### src/rtl/gray_pkg.sv
// gray_pkg -- shared constants and helpers for the Gray-code blocks
// (gray_counter, binary_to_gray, and the downstream gray_to_binary).
//   GRAY_WIDTH_DEF : default code width
//   bin2gray       : binary -> reflected Gray (up to 32 bits, zero-extended)
//   gray2bin       : reflected Gray -> binary (up to 32 bits, zero-extended)
//   is_one_hot     : true when exactly one bit is set
package gray_pkg;

  localparam int unsigned GRAY_WIDTH_DEF = 4;

  function automatic logic [31:0] bin2gray(input logic [31:0] b);
    return b ^ (b >> 1);
  endfunction

  // Prefix XOR from the MSB down.
  function automatic logic [31:0] gray2bin(input logic [31:0] g);
    logic [31:0] b;
    b     = '0;
    b[31] = g[31];
    for (int unsigned i = 31; i > 0; i--) begin
      b[i-1] = b[i] ^ g[i-1];
    end
    return b;
  endfunction

  function automatic logic is_one_hot(input logic [31:0] v);
    return (v != '0) && ((v & (v - 32'd1)) == '0);
  endfunction

endpackage

### src/rtl/binary_to_gray.sv
// binary_to_gray -- combinational WIDTH-bit binary to Gray encoder.
//   bin_i  : binary input
//   gray_o : Gray code of bin_i
module binary_to_gray
  import gray_pkg::*;
#(
  parameter int unsigned WIDTH = GRAY_WIDTH_DEF
) (
  input  logic [WIDTH-1:0] bin_i,
  output logic [WIDTH-1:0] gray_o
);

  assign gray_o = WIDTH'(bin2gray(32'(bin_i)));

endmodule

### src/rtl/gray_counter.sv
// gray_counter -- registered up/down Gray-code counter with parallel load.
// Priority per edge: rst > load > en > hold. gray_out is encoded from the
// next binary value and registered, so it never glitches.
//   clk      : rising-edge clock
//   rst      : synchronous active-high reset (count := INIT)
//   en       : step enable, one step per cycle
//   up_dn    : 1 = count up, 0 = count down
//   load     : synchronous load of load_bin
//   load_bin : binary value to load
//   gray_out : registered Gray code of the count
//   bin_out  : registered binary count
//   wrap     : one-cycle pulse when the wrapped value is presented
//   err      : sticky single-bit-change violation flag
// Optional macro GRAY_CNT_ERRCHK_EN enables the single-bit-change checker;
// without it err is tied low.
module gray_counter
  import gray_pkg::*;
#(
  parameter int unsigned WIDTH = GRAY_WIDTH_DEF,
  parameter int unsigned INIT  = 0
) (
  input  logic             clk,
  input  logic             rst,
  input  logic             en,
  input  logic             up_dn,
  input  logic             load,
  input  logic [WIDTH-1:0] load_bin,
  output logic [WIDTH-1:0] gray_out,
  output logic [WIDTH-1:0] bin_out,
  output logic             wrap,
  output logic             err
);

  localparam logic [WIDTH-1:0] INIT_BIN  = WIDTH'(INIT);
  localparam logic [WIDTH-1:0] INIT_GRAY = INIT_BIN ^ (INIT_BIN >> 1);

  logic [WIDTH-1:0] bin_q,  bin_d;
  logic [WIDTH-1:0] gray_q, gray_d;
  logic             wrap_q, wrap_d;
  logic             step;

  always_comb begin
    bin_d  = bin_q;
    wrap_d = 1'b0;
    step   = 1'b0;
    if (load) begin
      bin_d = load_bin;
    end else if (en) begin
      step = 1'b1;
      if (up_dn) begin
        bin_d  = bin_q + 1'b1;
        wrap_d = &bin_q;
      end else begin
        bin_d  = bin_q - 1'b1;
        wrap_d = ~|bin_q;
      end
    end
  end

  binary_to_gray #(
    .WIDTH(WIDTH)
  ) u_enc (
    .bin_i  (bin_d),
    .gray_o (gray_d)
  );

  always_ff @(posedge clk) begin
    if (rst) begin
      bin_q  <= INIT_BIN;
      gray_q <= INIT_GRAY;
      wrap_q <= 1'b0;
    end else begin
      bin_q  <= bin_d;
      gray_q <= gray_d;
      wrap_q <= wrap_d;
    end
  end

  assign bin_out  = bin_q;
  assign gray_out = gray_q;
  assign wrap     = wrap_q;

`ifdef GRAY_CNT_ERRCHK_EN
  // gray_prev_q trails gray_q by one cycle; step_q marks that the last
  // update was an enabled step, so load/reset transitions are never checked.
  logic [WIDTH-1:0] gray_prev_q;
  logic             step_q;
  logic             err_q, err_d;

  always_comb begin
    err_d = err_q;
    if (step_q && !is_one_hot(32'(gray_prev_q ^ gray_q))) begin
      err_d = 1'b1;
    end
  end

  always_ff @(posedge clk) begin
    if (rst) begin
      gray_prev_q <= INIT_GRAY;
      step_q      <= 1'b0;
      err_q       <= 1'b0;
    end else begin
      gray_prev_q <= gray_q;
      step_q      <= step;
      err_q       <= err_d;
    end
  end

  assign err = err_q;
`else
  assign err = 1'b0;
`endif

endmodule

### config.mk
export PLATFORM = sky130hd
export DESIGN_NAME = gray_counter
export DESIGN_NICKNAME = d
export VERILOG_FILES = /design/src/rtl/gray_pkg.sv /design/src/rtl/binary_to_gray.sv /design/src/rtl/gray_counter.sv
export SDC_FILE = /design/constraint.sdc
export NUM_CORES = 1
export LEC_CHECK = 0
export CORE_AREA = 3 3 40 42
export CTS_CLUSTER_SIZE = 14
export DETAILED_ROUTE_END_ITERATION = 10
export DIE_AREA = 0 0 43 45
export DONT_BUFFER_PORTS = 1
export GPL_TIMING_DRIVEN = 1
export HOLD_SLACK_MARGIN = 0.12
export SETUP_SLACK_MARGIN = 0.05
export SYNTH_ARGS = -nofsm -noshare
export SYNTH_HDL_FRONTEND = slang
export SYNTH_SLANG_ARGS = --single-unit
### constraint.sdc
create_clock -name clk -period 3.17 [get_ports clk]
set_input_delay 0 -clock clk [delete_from_list [all_inputs] [get_ports clk]]
set_output_delay 0 -clock clk [all_outputs]
set_load 0.05 [all_outputs]
## Word-level counts from Yosys, hierarchy flattened

Index checks and enable logic that the tools add are counted.

| cells by class | value |
|---|---|
| add/subtract/negate cells | 2 |
| muxes and demuxes | 4 |
| bitwise operators | 2 |
| reductions and logical operators | 4 |

Operator list:

| operator | number |
|---|---|
| $mux W4 | 3 |
| $add A4 B1 Y4 const B | 1 |
| $reduce_and A4 Y1 | 1 |
| $reduce_or A4 Y1 | 1 |
| $sub A4 B1 Y4 const B | 1 |
| $xor A4 B3 Y4 | 1 |
| $reduce_or A3 Y1 | 1 |
| $logic_not A1 Y1 | 1 |
| $mux W1 | 1 |
| $not A1 Y1 | 1 |

| word-level totals | value |
|---|---|
| register bits after elaboration | 9 |
| input port bits | 9 |

## Logic depth before layout (Yosys ltp)

| logic depth | value |
|---|---|
| depth in word-level cells | 5 |
| depth in mapped cells | 6 |

## By module

From an unflattened synthesis, not the netlist that was laid out.

| second synthesis, totals | value |
|---|---|
| cell total of the unflattened synthesis | 53 |
| area, all modules | 526.8 um2 |

By module, submodules not included:

| module | times used | cells an instance | area an instance (um2) |
|---|---|---|---|
| gray_counter | 1 | 49 | 493.0 |
| binary_to_gray | 1 | 4 | 33.8 |

## Least setup slack after synthesis

No wires, ideal clock.

| path | value |
|---|---|
| path type | reg-to-reg |
| start | register bin_q[0], in the netlist bin_out[0] |
| end | register gray_q[1], in the netlist gray_out[1] |
| setup time | 0.122 ns |
| arrival time | 1.909 ns |
| required time | 3.048 ns |
| slack | 1.139 ns |
| stages on the path, launching flop included | 6 |
| period minus slack after synthesis | 2.031 ns |
| path through | dfxtp_1 > fa_1 > mux2_2 > mux2i_1 > or3_1 > a21oi_1 |

| between the ends | value |
|---|---|
| longest elaborated chain between the ends | 5 |

Ends and longest elaborated chain:

| what | line | RTL |
|---|---|---|
| start: declaration | gray_counter.sv:37 | `logic [WIDTH-1:0] bin_q, bin_d;` |
| start signal: assignment | gray_counter.sv:73 | `bin_q <= bin_d;` |
| $sub A4 B1 Y4 / $add A4 B1 Y4 (equally long branches) | gray_counter.sv:54, gray_counter.sv:51 |  |
| $mux W4 * | gray_counter.sv:50 | `if (up_dn) begin` |
| $mux W4 * | gray_counter.sv:48 | `end else if (en) begin` |
| $mux W4 * | gray_counter.sv:46 | `if (load) begin` |
| $xor A4 B3 Y4 * | gray_pkg.sv:12 | `return b ^ (b >> 1);` |
| end signal: assignment | gray_counter.sv:74 | `gray_q <= gray_d;` |
| end: declaration | gray_counter.sv:38 | `logic [WIDTH-1:0] gray_q, gray_d;` |

Every way passes the cells marked *; elsewhere a longest branch is shown, timed or not.
A chain may end at the register's enable or synchronous reset.

## Worst setup path after layout

Ends and elaborated chain as after synthesis.

==> flow_summary.toml <==
[grt]
grt_most_used_layer = "met2"
grt.met1_usage_pct = 13.6
antenna_found_initial = 0
met2_usage_pct = 23.4
grt_max_degree = 10
first_global_vias = 431
gr-total-overflow = 0
grt_use_met3_pct = 7.57
grt_first_pass_wirelength_um = 1840
grt_usage_pct = 13.0

[worst_setup_path]
critical_path.max_stage_delay_ns = 0.77
setup.worst_path.start_class = "register"
crit_chain = "fa_1 -> mux2_2 -> mux2i_1 -> o21ai_0 -> a21oi_1 -> dlygate4sd3_1"
critPathArrivalTime_ns = 3.00
r2r_setup_slack_ns = 0.36
slowest_stage = "dfxtp_1"
crit_path_max_fanout = 7
crit_type = "register to register"
critPathRequiredTime_ns = 3.36
critPathCaptureType = "register"

[placement]
place_congestion = 0.684
place_inst = 66
hpwl_um = 791
dpl_worst_slack_ns = 0.964
port_buffers = 0
place_area_um2 = 497

[clock_network]
clock_path_buffers = 2
h-tree-depth = 1
path_clk_slew_ns = 0.05
cts-root-buf = "clkbuf_4"
cts.sinks = 8
numCtsBuffers = 3
clk_latency_ns = 0.25
cts_tree = "built"
post_cts_buffers = 0

[sta]
drv_slew = 0
min_period_ns = 2.81
worstMarginPinSlew_ns = 1.14
setup_viol = 0
fmax_ghz = 0.356
rsz0062_at_grt = "false"
hold_viol_final = 0
fin_tns_setup_ns = 0
fin_crit_sh_pct = 88.6
fin_ws_ns = 0.362
fin_worst_skew_ns = 0.00339
max_slew_margin_pct = 24.1

[drt]
drt-vias-per-instance = 5.41
wl_per_cell_um = 14.5
route.detailed.drc = 0
drt_iter0_markers = 5
wl_um = 1150
drtPass1Iterations = 2
num_vias = 427
antenna_left = 0

[power_and_ir_drop]
power_uw = 302
irDropWorstVdd_mv = 0.361
power.leakage_uw = 0.000277
power_density_nw_per_um2 = 487

[status]
status = "completed"

[run]
maxCapViolations = 0

[floorplan]
die_width_um = 43
fp-row-count = 13
start_util_pct = 39.3
die_area_um2 = 1940
io_pins = 19
coreArea_um2 = 1280
fp.dieH_um = 45

[layout]
syn_to_final_growth_pct = 22.5
fin_nets = 78
drive_above_1_share_pct = 10.9
num_antenna_cells = 0
fin_area_um2 = 619
finalNonFillerCells = 79

[synth]
yosys.area.top_type = "dfxtp_1"
ys_types = 32
postSynthAreaPerCell_um2 = 9.19
async_reset_ff_share_pct = 0
synth-main-ff-cell = "dfxtp_1"
mappedNetlistArea_um2 = 505
ys_ff_latch = 8
ys_warn_count = 0
seq_area_frac_synth_pct = 31.7
synthesis.nets = 67
synth_edf_count = 0
synthTopCellsByArea = "dfxtp_1, mux2i_1, ha_1"
synth_commonest_cells = "dfxtp_1, nor2_1, buf_4, mux2i_1"
synth_top_area_share_pct = 31.7
syn_inst = 55
yosysMostFrequentCell = "dfxtp_1"

[worst_hold_path]
hold_class = "primary input to register"
## sequential cells by signal, summed over array words and instances (netlist names)
| name | count |
|---|---|
| wrap | 1 |
| gray_out | 3 |
| bin_out | 4 |
## final cells by class
class | instances | area (um2)
timing repair buffer | 10 | 100
sequential | 8 | 160
multi-input combinational | 41 | 310
tap | 15 | 18.8
inverter | 2 | 7.51
fill | 132 | 666
clock buffer | 3 | 22.5
## kinds of logic after synthesis
group / count (synthesis) / synth area share [%]
multiplexers: 4 / 8.17
adder cells (fa/ha/maj): 3 / 8.91
flip-flops: 8 / 31.7
buffers and inverters: 6 / 6.93
AO/OA/AOI/OAI: 11 / 14.9
other: 1 / 0.742
AND/OR/NAND/NOR: 19 / 23.5
XOR/XNOR: 3 / 5.20
## timing repair
item | in CTS | in global routing
hold buffers | 10 | 0
resized for setup | 0 | 0
hold endpoints to repair | 8 | 0
## metal layers
metal / wire length [um] / vias up / share of wire (%)
met4: 0 / 0 / 0
li1: - / 215 / -
met2: 589 / 17 / 51
met3: 99 / 0 / 8.6
met1: 457 / 195 / 40
met5: 0 / - / 0
## stage by stage
step	utilization [%]	hold WS, ns
global route	48.2	0.163
floorplan	-	0.0691
CTS	48.2	0.123
global placement	38.7	0.0707
finish	48.2	0.124
detailed placement	38.7	0.0726
## final timing paths
| kind | to | startpoint | cells past startpoint |
|---|---|---|---|
| setup / recovery | gray_out[1] | bin_out[0] | 6 |
| setup reg to reg | gray_out[1] | bin_out[0] | 6 |
| hold / removal | bin_out[3] | up_dn | 3 |
| hold reg to reg | bin_out[3] | bin_out[0] | 3 |
## worst max-delay path: cells and delay by family, from the launching register on
kind                     cells  cell delay, ns
AO/OA/AOI/OAI                2            0.30
multiplexers                 2            0.58
adder cells (fa/ha/maj)      1            0.53
buffers and inverters        1            0.56
flip-flops                   1            0.77
## cell usage in the layout (no fill, tap or decap), types with 2 or more instances in the layout
master / n
a21oi_1: 2
clkbuf_4: 3
dfxtp_1: 8
dlygate4sd3_1: 10
ha_1: 2
inv_1: 2
mux2i_1: 3
nand3_1: 2
nor2_1: 6
o21ai_0: 2
or3_1: 2
xnor2_1: 2
## where the power goes
group	leakage (uW)	switching [uW]	total (uW)	internal, uW
combinational	0.000196	30.1	65.9	35.8
sequential	0.0000663	50.3	161	111
clock	0.0000138	31.5	74.6	43.1
(Power assumes the default switching activity.)
